## config.mk

```make
export PLATFORM = sky130hd
export DESIGN_NAME = imm_fetch_unit
export DESIGN_NICKNAME = d
export VERILOG_FILES = /design/src/rtl/imm_pkg.sv /design/src/rtl/imm_extend.sv /design/src/rtl/imm_fetch_unit.sv
export SDC_FILE = /design/constraint.sdc
export NUM_CORES = 1
export LEC_CHECK = 0
export CAP_MARGIN = 20
export CORE_MARGIN = 8
export CORE_UTILIZATION = 40
export DETAILED_ROUTE_END_ITERATION = 10
export DONT_BUFFER_PORTS = 1
export PLACE_DENSITY = 0.55
export REMOVE_ABC_BUFFERS = 1
export SYNTH_ARGS = -nofsm -noshare
export SYNTH_HDL_FRONTEND = slang
export SYNTH_SLANG_ARGS = --single-unit
```

## constraint.sdc

```tcl
create_clock -name i_clk -period 5.61 [get_ports i_clk]
set_input_delay 0.2805 -clock i_clk [delete_from_list [all_inputs] [get_ports i_clk]]
set_output_delay 0.2805 -clock i_clk [all_outputs]
set_load 0.01 [all_outputs]
```

## src/rtl/imm_pkg.sv

```systemverilog
// Shared encodings and default widths for the immediate fetch path.
// The branch-offset path reuses these encodings as well.
package imm_pkg;

  localparam int N_DEF       = 8;
  localparam int FIELD_W_DEF = 3;

  typedef enum logic [1:0] {
    IMM_ZX   = 2'b00,
    IMM_SX   = 2'b01,
    IMM_EXT1 = 2'b10,
    IMM_EXT2 = 2'b11
  } imm_mode_e;

  typedef enum logic [1:0] {
    S_IDLE = 2'b00,
    S_EXT1 = 2'b01,
    S_EXT2 = 2'b10
  } imm_state_e;

endpackage

```

## src/rtl/imm_extend.sv

```systemverilog
// Combinational zero/sign extension of a short immediate field to OUT_W bits.
// Shared by the immediate fetch unit and the branch-offset path.
module imm_extend #(
  parameter int N       = 8,
  parameter int FIELD_W = 3,
  parameter int OUT_W   = 2*N
) (
  input  logic [FIELD_W-1:0] field_i,
  input  logic               signed_i,
  output logic [OUT_W-1:0]   ext_o
);

  // The field must fit in one word, and the output must cover at least one word.
  if (FIELD_W < 1 || FIELD_W > N || OUT_W < N) begin : g_bad_params
    $error("imm_extend: illegal FIELD_W/N/OUT_W combination");
  end

  logic fill;

  always_comb begin
    fill  = signed_i & field_i[FIELD_W-1];
    ext_o = {{(OUT_W-FIELD_W){fill}}, field_i};
  end

endmodule

```

## src/rtl/imm_fetch_unit.sv

```systemverilog
// Registered immediate extractor: short fields are extended in place, long
// immediates are assembled from one or two trailing extension words.
module imm_fetch_unit
  import imm_pkg::*;
#(
  parameter int n       = N_DEF,
  parameter int FIELD_W = FIELD_W_DEF,
  parameter int OUT_W   = 2*n
) (
  input  logic             i_clk,
  input  logic             i_rst,
  input  logic             i_valid,
  input  logic [n-1:0]     i_Instruction,
  input  logic [1:0]       i_mode,
  input  logic             i_flush,
  output logic [OUT_W-1:0] o_NUM,
  output logic             o_valid,
  output logic             o_busy
);

  if (OUT_W != 2*n) begin : g_bad_out_w
    $error("imm_fetch_unit: OUT_W must equal 2*n");
  end

  imm_state_e       state_q;
  imm_mode_e        mode_q;
  logic [n-1:0]     lo_q;
  logic [OUT_W-1:0] num_q;
  logic             valid_q;
  logic             busy_q;
  logic [OUT_W-1:0] ext_d;

  imm_extend #(
    .N       (n),
    .FIELD_W (FIELD_W),
    .OUT_W   (OUT_W)
  ) u_ext (
    .field_i  (i_Instruction[FIELD_W-1:0]),
    .signed_i (i_mode == IMM_SX),
    .ext_o    (ext_d)
  );

  // Flush beats any word presented in the same cycle; a stalled sequence
  // (i_valid low in EXT1/EXT2) simply holds every register.
  always_ff @(posedge i_clk or posedge i_rst) begin
    if (i_rst) begin
      state_q <= S_IDLE;
      mode_q  <= IMM_ZX;
      lo_q    <= '0;
      num_q   <= '0;
      valid_q <= 1'b0;
      busy_q  <= 1'b0;
    end else begin
      valid_q <= 1'b0;
      if (i_flush) begin
        state_q <= S_IDLE;
        busy_q  <= 1'b0;
      end else if (i_valid) begin
        case (state_q)
          S_IDLE: begin
            case (imm_mode_e'(i_mode))
              IMM_ZX, IMM_SX: begin
                num_q   <= ext_d;
                valid_q <= 1'b1;
              end
              default: begin
                mode_q  <= imm_mode_e'(i_mode);
                state_q <= S_EXT1;
                busy_q  <= 1'b1;
              end
            endcase
          end
          S_EXT1: begin
            if (mode_q == IMM_EXT1) begin
              num_q   <= {{n{1'b0}}, i_Instruction};
              valid_q <= 1'b1;
              state_q <= S_IDLE;
              busy_q  <= 1'b0;
            end else begin
              lo_q    <= i_Instruction;
              state_q <= S_EXT2;
            end
          end
          S_EXT2: begin
            // First extension word is the low half.
            num_q   <= {i_Instruction, lo_q};
            valid_q <= 1'b1;
            state_q <= S_IDLE;
            busy_q  <= 1'b0;
          end
          default: begin
            state_q <= S_IDLE;
            busy_q  <= 1'b0;
          end
        endcase
      end
    end
  end

  assign o_NUM   = num_q;
  assign o_valid = valid_q;
  assign o_busy  = busy_q;

endmodule

```

Word-level counts from Yosys, hierarchy flattened
Cells that the tools add are included.
- reduce and logical (&&, ||, !) cells: 10
- equal/unequal tests: 8
- bitwise logic cells: 4
- mux-type cells: 18
- operators with widths (cell ; number):
    16-bit one-hot mux with 3 select lines ; 1
    16-bit 2-to-1 mux ; 2
    1-bit 2-to-1 mux ; 8
    2-bit 2-to-1 mux ; 4
    4-bit AND reduction ; 2
    3-bit inequality test, second input constant ; 2
    5-bit AND reduction ; 1
    2-bit by 1-bit == test with 1-bit output, second input constant ; 2
    2-bit == test, second input constant ; 2
    2-bit logical NOT ; 2
    2-bit one-hot mux with 2 select lines ; 1
    1-bit inverter ; 3
    1-bit one-hot mux with 3 select lines ; 1
    3-bit AND reduction ; 1
    3-bit nonzero test ; 1
    2-bit by 1-bit inequality test with 1-bit output, second input constant ; 1
    2-bit inequality test, second input constant ; 1
    1-bit one-hot mux with 2 select lines ; 1
    2-bit AND reduction ; 1
    2-bit nonzero test ; 1
    2-bit OR reduction ; 1
    1-bit bitwise AND ; 1
- logic and storage cells: 46
- bits of input ports: 14
- flip-flop bits (word level): 30

Longest topological paths before layout
Gate-level depths: netlist of the first run.
- depth in word-level cells: 6
- gate-level depth with buffers: 6
- gate-level depth less buffers: 5

Cells and area by module
A second synthesis of the first run with hierarchy kept.
- cell total of the unflattened synthesis: 157
- area total of the unflattened synthesis: 1652.8 um^2
- modules (own cells, without submodules) (module ; area each (um^2) ; cells each ; instances ; seq. area each (um^2)):
    imm_fetch_unit ; 1526.5 ; 140 ; 1 ; 750.7
    imm_extend ; 126.4 ; 17 ; 1 ; 0.0

Worst setup path before layout of the first run
Ideal clock, no wire load.
- path type: register to register
- from: reg state_q[0]
- to: reg num_q[0], in the netlist o_NUM[0]
- arrival time: 1.693 ns
- path slack: 3.792 ns
- buffers on the path: 0
- library setup time: 0.125 ns
- stages on the path, launching flop included: 5
- required time: 5.485 ns
- path through: dfrtp_1 -> ha_1 -> or3b_1 -> a221oi_4 -> mux2_2
- cells in the longest elaborated chain, start to end: 3
- elaborated cells between the ends (all ways): 8
- ends and longest elaborated chain (element ; RTL line ; text):
    from (decl) ; imm_fetch_unit.sv:25 ; imm_state_e state_q;
    from (signal assigned) ; imm_fetch_unit.sv:47 ; state_q <= S_IDLE;
    from (signal assigned) ; imm_fetch_unit.sv:56 ; state_q <= S_IDLE;
    from (signal assigned) ; imm_fetch_unit.sv:68 ; state_q <= S_EXT1;
    2-bit by 1-bit == test with 1-bit output, or another cell as far along ; imm_fetch_unit.sv:59 ; case (state_q)
    2-bit inequality test (no source line), or another cell as far along ; n/a ;
    5-bit AND reduction (no source line) ; n/a ;
    to (signal assigned) ; imm_fetch_unit.sv:63 ; num_q <= ext_d;
    to (signal assigned) ; imm_fetch_unit.sv:75 ; num_q <= {{n{1'b0}}, i_Instruction};
    to (signal assigned) ; imm_fetch_unit.sv:86 ; num_q <= {i_Instruction, lo_q};
    to (decl) ; imm_fetch_unit.sv:28 ; logic [OUT_W-1:0] num_q;
Several ways; a longest one is shown, not always the timed one.
A chain may end at the register's enable or synchronous reset.

Worst setup path in the final report of the first run
- from: reg state_q[0]
- to: reg num_q[1], in the netlist o_NUM[1]
Same word-level chain as after synthesis.

==> results of run 1 <==
==> cells by family (layout without fill, tap and decap cells) <==
| logic type | count (synthesis) | count (layout) | synth area share [%] |
|---|---|---|---|
| adder cells (fa/ha/maj) | 4 | 4 | 3.440 |
| AO/OA/AOI/OAI | 28 | 28 | 14.02 |
| AND/OR/NAND/NOR | 14 | 14 | 6.278 |
| multiplexers | 25 | 25 | 18.23 |
| flip-flops | 30 | 30 | 51.59 |
| buffers and inverters | 23 | 30 | 6.449 |
==> cell usage after synthesis (all sizes together) <==
| cell | number |
|---|---|
| a221oi | 2 |
| buf | 1 |
| nand2b | 3 |
| nor2 | 2 |
| a211oi | 1 |
| and2 | 1 |
| a311oi | 1 |
| mux2 | 12 |
| nand2 | 2 |
| a21oi | 14 |
| clkbuf | 3 |
| ha | 4 |
| a22o | 8 |
| a21o | 1 |
| inv | 19 |
| nor2b | 1 |
| mux2i | 13 |
| nand4b | 3 |
| dfrtp | 30 |
| or3b | 1 |
| o21ai | 1 |
| nor4bb | 1 |
==> how the worst min path moves through the flow <==
stage | start | to | cells after the start
after detailed placement | i_rst | o_busy$_DFFE_PP0P_ | 2
after floorplan | i_flush | state_q[1]$_DFFE_PP0P_ | 1
after global routing | i_flush | state_q[0]$_DFFE_PP0P_ | 1
after CTS | i_flush | state_q[1]$_DFFE_PP0P_ | 1
final | i_flush | state_q[0]$_DFFE_PP0P_ | 1
after global placement | i_rst | o_busy$_DFFE_PP0P_ | 2
==> layout by cell type, fill, tap and decap left out, types with 2 or more instances in the layout <==
cell type,n
mux2_2,12
a22o_1,8
inv_1,19
nor2_1,2
ha_1,4
nand2b_1,3
buf_4,2
clkbuf_1,2
clkbuf_4,5
nand2_1,2
dlygate4sd3_1,2
nand4b_1,3
dfrtp_1,30
mux2i_1,13
a21oi_1,14
==> repair_timing <==
item                                   CTS  global route
buffers inserted                         0             0
endpoints found under the hold margin   30             1
hold buffers                             1             1
==> where the power goes <==
part	internal (mW)	switching [mW]
combinational	0.0404	0.0376
sequential	0.256	0.0331
clock	0.0472	0.0662
total	0.343	0.137
==> worst register-to-register path: stages (launching register included) <==
cell      delay [ps]
dfrtp_1          410
ha_1             210
or3b_1           410
a221oi_4         790
mux2_2           420
==> metal layers <==
metal  part of all wire (%)  GRT usage, %  vias up
li1                       -             -      450
met1                     44         12.85      457
met2                     45         15.68       27
met3                     11         6.368        2
met4                   0.47         2.885        0
met5                      0             0        -
==> final cells by class <==
type / count / area (sq um)
fill: 346 / 1999
sequential: 30 / 750.7
multi-input combinational: 71 / 616.8
inverter: 19 / 71.32
tap: 48 / 60.06
clock buffer: 7 / 45.04
timing repair buffer: 4 / 35.03
==> flip-flops by register name (all words and copies together) (netlist names) <==
register,count
mode_q,2
o_valid,1
lo_q,8
state_q,2
o_NUM,16
o_busy,1
==> metrics by stage <==
step                worst slack, ps  util, %  std cells  area, sq um  total power [mW]
floorplan                      3442        -        120         1433            0.3513
global placement               3287    42.31        170         1514            0.3698
detailed placement             3269    42.31        170         1514            0.3724
CTS                            3228    43.85        178         1569            0.4902
global route                   3123    44.13        179         1579            0.5146
finish                         3252    44.13        179         1579            0.4802
==> metrics.md, run 1 <==
| Metric | Value |
|---|---|
| Status | completed |
| CTS tree | done |
| Slew Viols, Final | 0 |
| Iter 0 DRT Violations | 56 |
| Max Cap Viol | 0 |
| Total Routing Usage GR | 10.68% |
| ANT cells | 0 |
| CP Cell Sequence | ha_1 -> or3b_1 -> a221oi_4 -> mux2_2 |
| Worst R2R Start | state_q[0]$_DFFE_PP0P_ |
| Worst path bufs/invs | 0 |
| Sequential fraction of the synthesis area | 51.59% |
| Vias in the first global route | 938 |
| Seq cells post-synth | 30 |
| 1st-pass router iterations | 4 |
| CP endpoint | o_NUM[1]$_DFFE_PP0P_ |
| Top-area cell type share of the netlist area | 51.59% |
| Slowest stage cell, crit path | a221oi_4 |
| Die Wd | 76.32 microns |
| Critical path's largest stage delay | 790 ps |
| Die area | 5824 sq um |
| Pin slew with the least headroom to its limit | 1022 ps |
| Nets | 149 |
| Final hold vios | 0 |
| Pwr Density | 304.1 nW/um^2 |
| Flop-to-flop setup slack | 3250 ps |
| CP required | 5810 ps |
| Initial antenna violation count | 0 |
| Routed Antenna Nets | 0 |
| CTS Buf Count | 5 |
| Largest net degree at the start of global routing | 31 |
| Kind of critical path | flip-flop to flip-flop |
| Clock Latency Late Sink | 320 ps |
| IO buf count | 0 |
| CP Launch Type | flip-flop |
| Initial Util | 40.66% |
| Leak Pwr | 0.6788 nW |
| Syn Area/Cell | 11.74 sq um |
| Slew headroom | 31.89% |
| Num ports | 32 |
| Final Critical Period | 2358 ps |
| Via/cell ratio | 5.229 |
| Die height | 76.32 microns |
| Num rows | 22 |
| Final setup vio count | 0 |
| CP endpoint kind | flip-flop |
| GPL Wtd Cong | 0.8184 |
| Core area | 3578 sq um |
| Distinct cell type count after synthesis | 23 |
| TritonCTS Sinks | 30 |
| Hold Crit Class | primary input to flip-flop |
| Largest cells by area after synthesis | dfrtp_1 52%, mux2_2 9.3%, mux2i_1 8.9%, inv_1 4.9%, a21oi_1 4.8% |
| TNS Setup | 0 ps |
| Synth area leader | dfrtp_1 |
| Maximum vdd drop | 184.3 uV |
| Number of remaining DRC errors | 0 |
| Worst path depth | 4 |
| Worst Path Arrival | 2560 ps |
| R2r endpoint | o_NUM[1]$_DFFE_PP0P_ |
| CTS resizes | 0 |
| Layout cells sized above 1 | 16.03% |
| DRT Wirelength | 2.972 mm |
| Clock-pin slew on the worst setup and hold paths | 90 ps |
| Maximum buffer depth of the clock tree | 2 |
| Global-route wire length before repair | 4.988 mm |
| Mapped Cells | 124 |
| Clk root buf | clkbuf_4 |
| HPWL Detailed | 2.046 mm |
| Register-to-Register Path Depth | 4 |
| Avg WL per Cell | 16.60 microns |
| Critical Path Source | state_q[0]$_DFFE_PP0P_ |
| Vias post-DR | 936 |
| Layout area overhead | 8.512% |
| Tcrit/Tclk final | 42.02% |
| GRT Residual Overflow | 0 |
| RSZ-0062 raised after global routing | false |
| Area of the mapped netlist | 1455 sq um |
| Max Fclk | 0.4242 GHz |
| Deepest level of the CTS H-tree | 2 |
| Fin Clk Skew | 4.293 ps |
| Crit path max-delay family | compound AO/OA/AOI/OAI gates |
| Hold WS | 17.49 ps |
| Crit path max fanout | 16 |
| Synth warn | 0 |
Note: power is estimated with default switching activity, not from simulation.
==> inputs of run 2 (changes only) <==
==> constraint.sdc (replaced) <==
create_clock -name i_clk -period 2.3 [get_ports i_clk]
set_input_delay 0.115 -clock i_clk [delete_from_list [all_inputs] [get_ports i_clk]]
set_output_delay 0.115 -clock i_clk [all_outputs]
set_load 0.01 [all_outputs]
==> run 2 against run 1 <==
Clock-buffer cell count is the same. Clock skew shrank 1.7 ps. Cell area grew 10%. Worst hold slack gained 2.3 ps. Sequential cell count is the same. Cell count grew 8.9%. Register-to-register slack lost 3000 ps. Routed wire length grew 10%. First-iteration DRC count shrank 41%. Utilization grew 4.4 points. Via count grew 5.3%. Critical path type unchanged. Critical endpoint is now o_NUM[7]$_DFFE_PP0P_. Largest cell class unchanged. Highest routed layer unchanged.
==> metrics.md, run 2 (synthesis gave the netlist of run 1 again) <==
| Metric | Value |
|---|---|
| CTS resizes | 0 (unchanged) |
| ANT cells | 0 (unchanged) |
| Initial antenna violation count | 0 (unchanged) |
| Die area | 5824 sq um (unchanged) |
| Final Critical Period | 2006 ps (was 2358 ps) |
| Crit path max-delay family | flip-flops (was compound AO/OA/AOI/OAI gates) |
| Die Wd | 76.32 microns (unchanged) |
| Maximum vdd drop | 332.7 uV (was 184.3 uV) |
| Leading cell type in the layout, fill and taps excluded | dfrtp_1 (unchanged) |
| Multi-input gate area | 616.8 sq um (unchanged) |
| Iter 0 DRT Violations | 33 (was 56) |
| RSZ-0062 raised after global routing | false (unchanged) |
| Status | completed (unchanged) |
| Clk root buf | clkbuf_4 (unchanged) |
| Layout area overhead | 19.35% (was 8.512%) |
| Final setup vio count | 0 (unchanged) |
| Clock Latency Late Sink | 330 ps (was 320 ps) |
| HPWL Detailed | 2.174 mm (was 2.046 mm) |
| Sequential cell area | 750.7 sq um (unchanged) |
| Number of remaining DRC errors | 0 (unchanged) |
| Worst path bufs/invs | 1 (was 0) |
| Post CTS Setup Buffer Count | 0 (unchanged) |
| Vias in the first global route | 1,074 (was 938) |
| CP Launch Type | flip-flop (unchanged) |
| Slowest stage cell, crit path | dfrtp_1 (was a221oi_4) |
| Global-route wire length before repair | 5.609 mm (was 4.988 mm) |
| Layout fillers | 331 (was 346) |
| GPL Wtd Cong | 0.7068 (was 0.8184) |
| Max Cap Viol | 0 (unchanged) |
| CP required | 2550 ps (was 5810 ps) |
| Final hold vios | 0 (unchanged) |
| Post-route design area | 1737 sq um (was 1579 sq um) |
| Layout cells sized above 1 | 17.69% (was 16.03%) |
| Crit path max fanout | 11 (was 16) |
| Num rows | 22 (unchanged) |
| Maximum buffer depth of the clock tree | 2 (unchanged) |
| Tcrit/Tclk final | 87.21% (was 42.02%) |
| GRT Residual Overflow | 0 (unchanged) |
| Deepest level of the CTS H-tree | 2 (unchanged) |
| CP Cell Sequence | ha_1 -> or3b_1 -> a221oi_4 -> buf_4 -> mux2i_1 (was ha_1 -> or3b_1 -> a221oi_4 -> mux2_2) |
| Fin Clk Skew | 2.590 ps (was 4.293 ps) |
| Slew Viols, Final | 0 (unchanged) |
| Post-DP Area | 1536 sq um (was 1514 sq um) |
| Via/cell ratio | 5.056 (was 5.229) |
| Worst Path Arrival | 2260 ps (was 2560 ps) |
| Leak Pwr | 0.7554 nW (was 0.6788 nW) |
| Core area | 3578 sq um (unchanged) |
| Routed Antenna Nets | 0 (unchanged) |
| Avg WL per Cell | 16.76 microns (was 16.60 microns) |
| Total Routing Usage GR | 11.91% (was 10.68%) |
| Vias post-DR | 986 (was 936) |
| Most frequent cells in the layout | 30 x dfrtp_1, 19 x inv_1, 14 x a21oi_1, 14 x dlygate4sd3_1, 13 x mux2i_1 (was 30 x dfrtp_1, 19 x inv_1, 14 x a21oi_1) |
| IO buf count | 0 (unchanged) |
| Initial Util | 40.66% (unchanged) |
| TNS Setup | 0 ps (unchanged) |
| Clock-pin slew on the worst setup and hold paths | 90 ps (about the same) |
| CP endpoint kind | flip-flop (unchanged) |
| Pin slew with the least headroom to its limit | 501.6 ps (was 1022 ps) |
| Max reg flops | 16 (unchanged) |
| CTS tree | done (unchanged) |
| Hold Crit Class | primary input to flip-flop (unchanged) |
| Die height | 76.32 microns (unchanged) |
| Kind of critical path | flip-flop to flip-flop (unchanged) |
| Pwr Density | 720.1 nW/um^2 (was 304.1 nW/um^2) |
| Max Fclk | 0.4986 GHz (was 0.4242 GHz) |
| Largest net degree at the start of global routing | 31 (unchanged) |
| CTS Buf Count | 5 (unchanged) |
| Num ports | 32 (unchanged) |
| DRT Wirelength | 3.268 mm (was 2.972 mm) |
| Critical path's largest stage delay | 410 ps (was 790 ps) |
| TritonCTS Sinks | 30 (unchanged) |
| Slew headroom | 66.56% (was 31.89%) |
| Nets | 164 (was 149) |
| 1st-pass router iterations | 4 (unchanged) |
## run 2: worst paths after layout
check	slack (ps)	cells after the start	to	startpoint
max	290	5	o_NUM[7]$_DFFE_PP0P_	state_q[0]$_DFFE_PP0P_
min	20	2	mode_q[1]$_DFFE_PP0P_	i_flush
max reg2reg	290	5	o_NUM[7]$_DFFE_PP0P_	state_q[0]$_DFFE_PP0P_
min reg2reg	510	1	lo_q[5]$_DFFE_PP0P_	lo_q[5]$_DFFE_PP0P_
max in group asynchronous	1710	3	o_NUM[5]$_DFFE_PP0P_	i_rst
min in group asynchronous	300	3	o_busy$_DFFE_PP0P_	i_rst
## run 2: layer usage
metal	track usage [%]	routed length, microns	vias up
met5	0	0	-
met4	4.038	44	0
met3	6.368	325	6
met2	17.91	1447	28
met1	14.12	1450	472
li1	-	-	480
## run 2: cell type report
class | instances | share of cell area (%)
inverter | 19 | 4.107
timing repair buffer | 19 | 10.23
clock buffer | 7 | 3.170
tap | 48 | 3.458
sequential | 30 | 43.23
clock inverter | 1 | 0.2882
multi-input combinational | 71 | 35.52
## run 2: timing repair
action                     CTS  global route
hold endpoints to repair    51             0
hold buffers                14             0
setup endpoints to repair    0             0
## run 2: stage by stage
| step | setup slack, ps | power, mW | util (%) | cells | hold slack (ps) |
|---|---|---|---|---|---|
| 2_1_floorplan | 132.0 | 0.8569 | - | 120 | 178.1 |
| 3_3_place_gp | 353.2 | 0.9077 | 42.94 | 173 | 105.6 |
| 3_5_place_dp | 295.3 | 0.9156 | 42.94 | 173 | 112.7 |
| 4_1_cts | 264.4 | 1.273 | 48.53 | 195 | 1.125 |
| 5_1_grt | 164.7 | 1.332 | 48.53 | 195 | 12.78 |
| 6_report | 294.3 | 1.251 | 48.53 | 195 | 19.81 |
## run 2: worst reg2reg max path, cell delays in order (launching register included)
cell      delay [ps]
dfrtp_1          410
ha_1             210
or3b_1           410
a221oi_4         370
buf_4            300
mux2i_1          230
## run 2: power by group
group          switching (mW)  internal (mW)  leakage [nW]
sequential             0.0832          0.623         0.383
clock                   0.182          0.148        0.0353
combinational          0.0984          0.115         0.337
